===== src/rtl/uart_alu_pkg.sv =====
// Shared definitions for the UART-to-ALU bridge.
// Holds the frame tag bytes, the one-hot FSM state encoding and the default
// parameter values used by uart_alu_bridge and uart_rx_timer.
package uart_alu_pkg;

  // Default parameter values
  localparam int unsigned NbDataDefault  = 8;
  localparam int unsigned NbOpDefault    = 6;
  localparam int unsigned ResLatDefault  = 1;
  localparam int unsigned TimeoutDefault = 1000;

  // Frame tag bytes, compared on the full byte width
  localparam int unsigned TagA  = 32'h08;
  localparam int unsigned TagB  = 32'h10;
  localparam int unsigned TagOp = 32'h20;

  // One-hot FSM encoding
  typedef enum logic [4:0] {
    StIdle        = 5'b00001,
    StWaitPayload = 5'b00010,
    StExec        = 5'b00100,
    StSend        = 5'b01000,
    StWaitTx      = 5'b10000
  } state_e;

endpackage


===== src/rtl/uart_rx_timer.sv =====
// Idle-cycle timer for the payload wait of uart_alu_bridge.
// Ports:
//   clk       clock
//   i_rst_n   asynchronous active-low reset
//   i_clear   restart the count from zero
//   i_enable  count this cycle
//   o_expired high in the enabled cycle that reaches TIMEOUT counted cycles
module uart_rx_timer #(
  parameter int unsigned TIMEOUT = 1000
) (
  input  logic clk,
  input  logic i_rst_n,
  input  logic i_clear,
  input  logic i_enable,
  output logic o_expired
);

  logic [15:0] cnt_q;

  assign o_expired = i_enable && (cnt_q == 16'(TIMEOUT - 1));

  always_ff @(posedge clk or negedge i_rst_n) begin
    if (!i_rst_n) begin
      cnt_q <= '0;
    end else if (i_clear || o_expired) begin
      cnt_q <= '0;
    end else if (i_enable) begin
      cnt_q <= cnt_q + 16'd1;
    end
  end

endmodule


===== src/rtl/uart_alu_bridge.sv =====
// Bridge between a byte-oriented UART and a combinational/pipelined ALU.
// Two-byte frames (tag, payload) load operand A, operand B or the op code;
// an op-code frame strobes the ALU, captures its result RES_LAT cycles later
// and sends it back through the UART transmitter.
// Ports:
//   clk, i_rst_n            clock, asynchronous active-low reset
//   i_rx, i_rxDone          received byte and its one-cycle valid pulse
//   i_txDone                one-cycle pulse, transmitted byte finished
//   i_result                ALU result
//   o_datoA, o_datoB        ALU operands
//   o_operation             ALU op code
//   o_valid                 one-cycle ALU strobe
//   o_tx_start, o_data      one-cycle TX request and the byte to send
//   o_busy                  high while executing or transmitting
//   o_err                   one-cycle error pulse (bad tag, dropped byte, timeout)
// Optional feature: define UART_ALU_BRIDGE_TIMEOUT_EN to abandon a tag whose
// payload does not arrive within TIMEOUT cycles.
module uart_alu_bridge
  import uart_alu_pkg::*;
#(
  parameter int unsigned NB_DATA = NbDataDefault,
  parameter int unsigned NB_OP   = NbOpDefault,
  parameter int unsigned RES_LAT = ResLatDefault,
  parameter int unsigned TIMEOUT = TimeoutDefault
) (
  input  logic               clk,
  input  logic               i_rst_n,
  input  logic [NB_DATA-1:0] i_rx,
  input  logic               i_rxDone,
  input  logic               i_txDone,
  input  logic [NB_DATA-1:0] i_result,
  output logic [NB_DATA-1:0] o_datoA,
  output logic [NB_DATA-1:0] o_datoB,
  output logic [NB_OP-1:0]   o_operation,
  output logic               o_valid,
  output logic               o_tx_start,
  output logic [NB_DATA-1:0] o_data,
  output logic               o_busy,
  output logic               o_err
);

  localparam bit ParamsOk = (NB_OP <= NB_DATA) && (RES_LAT <= 15) &&
                            (TIMEOUT >= 1) && (TIMEOUT <= 65535);

  if (!ParamsOk) begin : g_param_check
    $error("uart_alu_bridge: parameter out of range");
  end

  state_e             state_q, state_d;
  logic [NB_DATA-1:0] tag_q, tag_d;
  logic [NB_DATA-1:0] dato_a_q, dato_a_d;
  logic [NB_DATA-1:0] dato_b_q, dato_b_d;
  logic [NB_OP-1:0]   op_q, op_d;
  logic [NB_DATA-1:0] data_q, data_d;
  logic [3:0]         lat_q, lat_d;
  logic               err_q, err_d;
  logic               rx_is_tag;
  logic               timeout_hit;

  assign rx_is_tag = (i_rx == NB_DATA'(TagA)) || (i_rx == NB_DATA'(TagB)) ||
                     (i_rx == NB_DATA'(TagOp));

`ifdef UART_ALU_BRIDGE_TIMEOUT_EN
  logic in_wait_payload;

  assign in_wait_payload = (state_q == StWaitPayload);

  // A received payload restarts the count; leaving the state clears it.
  uart_rx_timer #(
    .TIMEOUT(TIMEOUT)
  ) u_rx_timer (
    .clk      (clk),
    .i_rst_n  (i_rst_n),
    .i_clear  (!in_wait_payload || i_rxDone),
    .i_enable (in_wait_payload && !i_rxDone),
    .o_expired(timeout_hit)
  );
`else
  assign timeout_hit = 1'b0;
`endif

  always_comb begin
    state_d  = state_q;
    tag_d    = tag_q;
    dato_a_d = dato_a_q;
    dato_b_d = dato_b_q;
    op_d     = op_q;
    data_d   = data_q;
    lat_d    = lat_q;
    err_d    = 1'b0;

    unique case (state_q)
      StIdle: begin
        if (i_rxDone) begin
          if (rx_is_tag) begin
            tag_d   = i_rx;
            state_d = StWaitPayload;
          end else begin
            err_d = 1'b1;
          end
        end
      end
      StWaitPayload: begin
        if (i_rxDone) begin
          tag_d = '0;
          if (tag_q == NB_DATA'(TagA)) begin
            dato_a_d = i_rx;
            state_d  = StIdle;
          end else if (tag_q == NB_DATA'(TagB)) begin
            dato_b_d = i_rx;
            state_d  = StIdle;
          end else begin
            op_d    = i_rx[NB_OP-1:0];
            lat_d   = '0;
            state_d = StExec;
          end
        end else if (timeout_hit) begin
          tag_d   = '0;
          err_d   = 1'b1;
          state_d = StIdle;
        end
      end
      StExec: begin
        err_d = i_rxDone;
        // lat_q counts cycles since the o_valid cycle (lat_q == 0)
        if (lat_q == 4'(RES_LAT)) begin
          data_d  = i_result;
          lat_d   = '0;
          state_d = StSend;
        end else begin
          lat_d = lat_q + 4'd1;
        end
      end
      StSend: begin
        err_d   = i_rxDone;
        state_d = StWaitTx;
      end
      StWaitTx: begin
        err_d = i_rxDone;
        if (i_txDone) begin
          state_d = StIdle;
        end
      end
      default: state_d = StIdle;
    endcase
  end

  always_ff @(posedge clk or negedge i_rst_n) begin
    if (!i_rst_n) begin
      state_q  <= StIdle;
      tag_q    <= '0;
      dato_a_q <= '0;
      dato_b_q <= '0;
      op_q     <= '0;
      data_q   <= '0;
      lat_q    <= '0;
      err_q    <= 1'b0;
    end else begin
      state_q  <= state_d;
      tag_q    <= tag_d;
      dato_a_q <= dato_a_d;
      dato_b_q <= dato_b_d;
      op_q     <= op_d;
      data_q   <= data_d;
      lat_q    <= lat_d;
      err_q    <= err_d;
    end
  end

  assign o_datoA     = dato_a_q;
  assign o_datoB     = dato_b_q;
  assign o_operation = op_q;
  assign o_data      = data_q;
  assign o_valid     = (state_q == StExec) && (lat_q == 4'd0);
  assign o_tx_start  = (state_q == StSend);
  assign o_busy      = (state_q == StExec) || (state_q == StSend) || (state_q == StWaitTx);
  assign o_err       = err_q;

endmodule

===== config.mk =====
export PLATFORM = sky130hd
export DESIGN_NAME = uart_alu_bridge
export DESIGN_NICKNAME = d
export VERILOG_FILES = /design/src/rtl/uart_alu_pkg.sv /design/src/rtl/uart_rx_timer.sv /design/src/rtl/uart_alu_bridge.sv
export SDC_FILE = /design/constraint.sdc
export NUM_CORES = 1
export LEC_CHECK = 0
export ABC_AREA = 1
export BUFFER_PORTS_ARGS = -buffer_cell sky130_fd_sc_hd__buf_2
export CAP_MARGIN = 20
export CORE_UTILIZATION = 40
export CTS_BUF_LIST = sky130_fd_sc_hd__clkbuf_4
export DETAILED_ROUTE_END_ITERATION = 10
export PLACE_DENSITY = 0.68
export SLEW_MARGIN = 25
export SYNTH_ARGS = -nofsm -noshare
export SYNTH_HDL_FRONTEND = slang
export SYNTH_SLANG_ARGS = --single-unit

===== constraint.sdc =====
create_clock -name clk -period 1.8 [get_ports clk]
set_clock_uncertainty 0.1 [all_clocks]
set_input_delay 0.09 -clock clk [delete_from_list [all_inputs] [get_ports clk]]
set_output_delay 0.09 -clock clk [all_outputs]
set_load 0.005 [all_outputs]

# == Word-level counts from Yosys, hierarchy flattened ==
# Index checks and enable logic that the tools add are counted.
# op_classes
n_bitwise,2
n_reduce_logical,16
muxes,20
eq_ne,18
addsub,1
# op_table
operator,n
$mux 5,5
$pmux 5 s5,1
$mux 8,3
$eq 8x4->1 const B,2
$eq 8x5->1 const B,2
$mux 4,4
$pmux 8 s2,1
$reduce_and 4->1,4
$ne 2x2->1 const B,7
$eq 8x6->1 const B,1
$pmux 4 s2,1
$mux 3,2
$eq 5x1->1 const B,1
$eq 5x2->1 const B,1
$eq 5x3->1 const B,1
$eq 5x4->1 const B,1
$eq 5x5->1 const B,1
$reduce_and 5->1,1
$add 4x1->4 const B,1
$eq 4x1->1 const B,1
$logic_not 4->1,1
$logic_or 1x1->1,4
$reduce_bool 2->1,2
$reduce_and 3->1,1
other kinds (6),8
# totals
out_inout_bits,34
input_bits,20
regBits,48
wordCells,65

# == Depth between registers and ports, before layout ==
# Gate-level depths: netlist of the first run.
# logic_depth
ltp_word,6
ltp_mapped,9
mapped_depth_nobuf,9

# == Worst setup path after synthesis of the first run ==
# OpenSTA, ideal clock, no wires.
# synth_path
path_type,flip-flop to flip-flop
from,register state_q[0]
to,register tag_q[0]
n_path_buf,0
stages_incl_launch_ff,8
arrival_time_ns,1.188
t_required_ns,1.580
period_less_slack_ns,1.409
setup_ns,0.120
setup_slack_ns,0.391
cell_sequence,dfstp_2 > inv_1 > nor2_1 > nand3_1 > inv_1 > nand4_1 > nand2_1 > nor2_1
# synth_via
elab_chain_cells,3
elab_cells_between_ends,8
cone_classes,5 x eq/ne; 1 x mux; 2 x reduce/logical
# synth_lines
element,line_no,rtl
"start, declared",uart_alu_bridge.sv:49,"state_e state_q, state_d;"
"start signal, assigned",uart_alu_bridge.sv:150,state_q <= StIdle;
"start signal, assigned",uart_alu_bridge.sv:159,state_q <= state_d;
$eq 5x1->1 / $eq 5x2->1 (equally long branches),uart_alu_bridge.sv:92,unique case (state_q)
$ne 2x2->1 (no source line) / $reduce_bool 2->1 (equally long branches),-,
$reduce_and 4->1 (no source line),-,
"end signal, assigned",uart_alu_bridge.sv:160,tag_q <= tag_d;
"end, declared",uart_alu_bridge.sv:50,"logic [NB_DATA-1:0] tag_q, tag_d;"
# Parallel ways exist; a longest one is shown, timed or not.
# A chain may end at the register's enable or synchronous reset.

# == Worst setup path in the final report of the first run ==
# layout_path
from,register state_q[3]
to,output o_valid
# layout_via
elab_chain_cells,2
# layout_lines
element,line_no,rtl
$eq 5x3->1,uart_alu_bridge.sv:174,assign o_valid = (state_q == StExec) && (lat_q == 4'd0);
$logic_and 1x1->1,uart_alu_bridge.sv:174,
"end, declared",uart_alu_bridge.sv:35,"output logic o_valid,"
# No other way between the ends.

==> flow_summary.ini, run 1 <==
[cts]
numCtsBuffers = 5
cts_tree = yes
clock-sinks = 48
insertion_delay_ns = 0.36
htreeDepth = 2
cts_buffer_depth = 2
cts_root_buf = clkbuf_4
clkTransAtPathRegs_ns = 0.15

[finish]
fillCellCount = 488
antennaDiodeCount = 0
nets = 365
final_cells = 416
stdcell_area_mm2 = 0.00290
syn_to_final_growth_pct = 29.9
drive_gt1_frac = 0.269

[timing]
max_freq_mhz = 590
slew_violations = 0
timing.final.crit_period_ns = 1.70
hold_viol = 0
setup_viol = 0
grt_setup_unrepaired = yes
post-route-period-util = 0.942
slew_headroom = 0.700
worst_slew_pin_slew_ns = 0.450

[yosys]
yosys.area_share.adder = 0
ys_types = 25
ys_warn_count = 0
yosysSeqAreaShare = 0.538
synthCells = 262
postSynthAreaPerCell_um2 = 8.52
synthesis.nets = 282
synth-compound-area-share = 0.0566
synth-simple-area-share = 0.342
synthMuxAreaShare = 0
synth_xor_area_frac = 0.00784
synth_top_family_by_area = simple AND/OR/NAND/NOR gates
synth_area_mm2 = 0.00223
ys_ff_latch = 48

[hold_path]
hold_class = in2async

[setup_path]
arrival_ns = 1.51
critPathKind = reg2out
crit_slowest_cell = dfrtp_2
crit_path_end = o_valid
startpoint_type = flip-flop
r2r_end = tag_q[6]
crit_path_end_kind = output port
worstPathMaxFanout = 4
max_stage_delay_ns = 0.47
critPathLaunch = state_q[3]
path_cells = nor2_2 -> nand3_2 -> or2_1 -> nor3_2 -> buf_2
r2r_cells = 6
worstReg2RegStart = state_q[0]
reg2reg_slack_ns = 0.13
crit_required_ns = 1.61

[global_route]
grt.total_usage = 0.180
grt_max_degree = 41
gr-total-overflow = 0
antenna_found_initial = 0
grt_pass1_wl_mm = 8.47
grt_pass1_vias = 1894

[route]
routedWlPerCell_um = 11.9
wirelength_mm = 4.96
vias = 1934
drc_errors = 0
drtIter0Drc = 98
drt_pass1_iterations = 4
drtAntennaViolNets = 0
viasPerCell = 4.65

[floorplan]
die_h_um = 76.7
initial_utilization = 0.426
row_count = 26
dieArea_mm2 = 0.00589
die_w_um = 76.7
core_mm2 = 0.00524
pin_count = 54

[run]
cap_violations = 0

[status]
status = completed

[pwr]
peakVddDrop_v = 0.000494
powerDensity_mw_per_mm2 = 782
leakagePower_uw = 0.00158

[placed_design]
place_inst = 385
globalplace.congestion = 0.769
numPortBuffers = 53
placed_area_mm2 = 0.00260
dp_hpwl_mm = 3.39
[flip-flops by register name (all words and copies together) (netlist names)]
name,cells
o_datoA,8
lat_q,4
o_datoB,8
tag_q,8
o_err,1
state_q,5
o_operation,6
o_data,8
[report_power, final]
part	leakage (uW)	internal, uW	total (uW)	switching (uW)
clock network	0.0000307	161	499	338
registers	0.000575	1190	1270	81.7
logic	0.000978	212	495	283
[layout by cell type, fill, tap and decap left out]
| master | Yosys | layout |
|---|---|---|
| a21oi_2 | 2 | 2 |
| a31oi_1 | 1 | 1 |
| buf_12 | 0 | 1 |
| buf_2 | 0 | 53 |
| buf_4 | 2 | 6 |
| clkbuf_4 | 0 | 6 |
| clkinv_1 | 0 | 2 |
| dfrtp_1 | 47 | 46 |
| dfrtp_2 | 0 | 1 |
| dfstp_2 | 1 | 1 |
| dlygate4sd3_1 | 0 | 20 |
| inv_1 | 23 | 22 |
| inv_2 | 2 | 3 |
| nand2_1 | 96 | 96 |
| nand2_2 | 1 | 1 |
| nand3_1 | 22 | 22 |
| nand3_2 | 2 | 1 |
| nand3_4 | 3 | 4 |
| nand4_1 | 1 | 1 |
| nor2_1 | 23 | 20 |
| nor2_2 | 4 | 6 |
| nor2_4 | 4 | 5 |
| nor2_8 | 2 | 2 |
| nor3_2 | 0 | 1 |
| o21ai_0 | 11 | 11 |
| o21ai_1 | 8 | 8 |
| o21bai_1 | 1 | 1 |
| or2_1 | 1 | 1 |
| xor2_1 | 2 | 2 |
[cells by family after synthesis]
kind of cell	count (synthesis)
flops	48
buf+inv	29
simple gates	160
xor+xnor	2
compound gates	23
[routing by layer]
metal  global-route usage  wire length [um]  share of wire  vias up
li1                     -                 -              -      987
met1                0.223              2220           0.45      907
met2                0.311              2470           0.50       34
met3               0.0440               205          0.041        6
met4               0.0462                55          0.011        0
met5                    0                 0              0        -
[worst min path at each step]
stage                        from              to  depth (start not counted)
final                     i_rst_n      o_datoA[4]                          3
after global routing      i_rst_n      o_datoA[4]                          3
after CTS                 i_rst_n      o_datoA[4]                          3
after detailed placement  i_rst_n  o_operation[1]                          1
after global placement    i_rst_n  o_operation[1]                          1
after floorplan           i_rst_n        lat_q[0]                          0
[worst max-delay path: cells and delay by family, from the launching register on]
kind / cells / cell delay (ns)
buffers and inverters: 1 / 0.13
flip-flops: 1 / 0.47
AND/OR/NAND/NOR: 4 / 0.56
[cell type report]
cell class	count	area (um2)	share of cell area
clock buffers	6	45.0	0.0155
clock inverters	2	7.51	0.00259
inverters	25	93.8	0.0324
multi-input cells	185	932	0.321
flip-flops and latches	48	1200	0.415
well taps	70	87.6	0.0302
repair buffers	80	531	0.183
[timing repair]
| action | in CTS | in global routing |
|---|---|---|
| hold buffers | 20 | 0 |
| hold endpoints to repair | 84 | 0 |
| pin swaps | 0 | 1 |
| buffers inserted | 2 | 1 |
| endpoints found under the setup margin | 1 | 8 |
| gates resized for setup | 1 | 7 |
[stage by stage]
step                 util  total power (uW)  worst slack (ns)  TNS (ns)  hold WS, ns
global placement    0.496              1730             0.235         0       -0.134
global route        0.554              2410           -0.0208   -0.0481        0.128
floorplan               -              1580             0.391         0       -0.306
detailed placement  0.496              1740             0.164         0       -0.137
CTS                 0.548              2270            0.0354         0        0.127
finish              0.554              2270             0.105         0        0.124
[cell usage after synthesis]
cell,instances,share of area
a31oi_1,1,0.0028
buf_6,1,0.0050
nor2_4,4,0.020
nand2_1,96,0.16
nand3_2,2,0.0090
or2_1,1,0.0028
nand3_1,22,0.049
o21bai_1,1,0.0034
dfstp_2,1,0.012
clkbuf_1,1,0.0017
nand4_1,1,0.0028
inv_1,23,0.039
inv_2,2,0.0034
nor2_8,2,0.018
dfrtp_1,47,0.53
nor2_2,4,0.011
nor3_1,1,0.0022
nand3_4,3,0.024
o21ai_1,8,0.018
nand2_2,1,0.0028
buf_4,2,0.0067
a21oi_2,2,0.0078
xor2_1,2,0.0078
nor2_1,23,0.039
o21ai_0,11,0.025
No activity file was read; power rests on OpenSTA's default activity.
==> run 2, diff against run 1 <==
- GPL_TIMING_DRIVEN: unset -> 0
==> run 2 against run 1 <==
Die area unchanged. Highest routed layer unchanged. Global-route usage grew 0.72 points. Critical endpoint is now o_busy. Power increased by 6.6%. Cell area is 0.78% higher. Wire length down 1.4%.
==> flow_summary.ini, run 2 (same netlist as run 1, synthesis figures left out) <==
[floorplan]
row_count = 26
core_mm2 = 0.00524
die_h_um = 76.7
die_w_um = 76.7
dieArea_mm2 = 0.00589
pin_count = 54
initial_utilization = 0.426

[timing]
timing.final.crit_period_ns = 1.70
slew_violations = 0
setup_viol = 0
slew_headroom = 0.606
hold_viol = 0
whs_ns = 0.146
post-route-period-util = 0.944
grt_setup_unrepaired = yes
worst_slew_pin_slew_ns = 0.591
max_freq_mhz = 588

[placed_design]
numPortBuffers = 53
dp_hpwl_mm = 3.39
globalplace.congestion = 0.797

[route]
drtAntennaViolNets = 0
drc_errors = 0
viasPerCell = 4.69
drtIter0Drc = 100
vias = 1951
routedWlPerCell_um = 11.7
wirelength_mm = 4.89
drt_pass1_iterations = 4

[global_route]
gr-total-overflow = 0
grt.total_usage = 0.187
grt_pass1_wl_mm = 8.81
antenna_found_initial = 0
grt_max_degree = 49
grt_pass1_vias = 1950

[setup_path]
r2r_end = o_datoA[6]
reg2reg_slack_ns = 0.18
worstReg2RegStart = state_q[3]
critPathKind = reg2out
arrival_ns = 1.51
crit_path_end_kind = output port
r2r_cells = 9
worstPathMaxFanout = 4
crit_required_ns = 1.61
startpoint_type = flip-flop

[cts]
clock-sinks = 48
numCtsBuffers = 5
cts_root_buf = clkbuf_4
cts_tree = yes
cts_buffer_depth = 2
htreeDepth = 2
clkTransAtPathRegs_ns = 0.14
insertion_delay_ns = 0.37

[finish]
seqCellArea_mm2 = 0.00120
multi_input_area_um2 = 940
antennaDiodeCount = 0
nets = 365
layout_common_cells = nand2_1, buf_2, dfrtp_1
drive_gt1_frac = 0.277
fillCellCount = 493
syn_to_final_growth_pct = 30.9
final_common_cell = nand2_1

[hold_path]
hold_class = in2async

[pwr]
peakVddDrop_v = 0.000478
total_power_uw = 2420
leakagePower_uw = 0.00160
powerDensity_mw_per_mm2 = 827

[status]
status = completed

[run]
cap_violations = 0
[run 2: worst max path at each step]
stage	endpoint	cells after the start	slack [ns]	start
after global placement	tag_q[6]	7	0.22	state_q[0]
after CTS	o_valid	5	0.05	state_q[1]
final	o_busy	6	0.10	state_q[0]
after detailed placement	tag_q[2]	7	0.20	state_q[0]
after global routing	o_busy	6	-0.004	state_q[0]
after floorplan	tag_q[0]	7	0.39	state_q[0]
[run 2: power breakdown]
part	internal (uW)	total, uW	switching, uW	leakage [uW]
sequential	1190	1270	75.1	0.000576
combinational	210	499	289	0.000982
clock	307	652	345	0.0000456
[run 2: metal layers]
layer	track usage	vias to the layer above	share of wire
met5	0	-	0
met4	0.0558	0	0.010
met3	0.0440	6	0.039
met2	0.321	35	0.48
met1	0.232	926	0.47
li1	-	984	-
[run 2: stage by stage]
step           cell area (um2)  cells   util  setup TNS (ns)  setup WS, ns
2_1_floorplan             2230    262      -               0         0.391
3_3_place_gp              2590    385  0.494               0         0.219
3_5_place_dp              2590    385  0.494               0         0.204
4_1_cts                   2910    416  0.555               0        0.0501
5_1_grt                   2920    416  0.558        -0.00419      -0.00419
6_report                  2920    416  0.558               0         0.100
[run 2: layout make-up]
cell class | count | share of cell area
buffer | 4 | 0.0107
clock buffer | 6 | 0.0154
clock inverter | 2 | 0.0120
inverter | 25 | 0.0321
multi-input combinational | 185 | 0.321
sequential | 48 | 0.411
tap | 70 | 0.0300
timing repair buffer | 76 | 0.167
[run 2: what timing repair did]
action                                  in CTS  in global routing
endpoints found under the setup margin       1                 12
hold endpoints to repair                    83                  0
buffers inserted                             4                  0
resized for setup                            4                  8
pin swaps                                    2                  1
hold buffers                                19                  0
[run 2: worst max-delay path, stage by stage (launching register included)]
cell,delay [ns]
dfstp_2,0.60
nor2_4,0.06
inv_1,0.08
nor2_1,0.07
nor2_2,0.15
nand2_1,0.06
buf_2,0.13
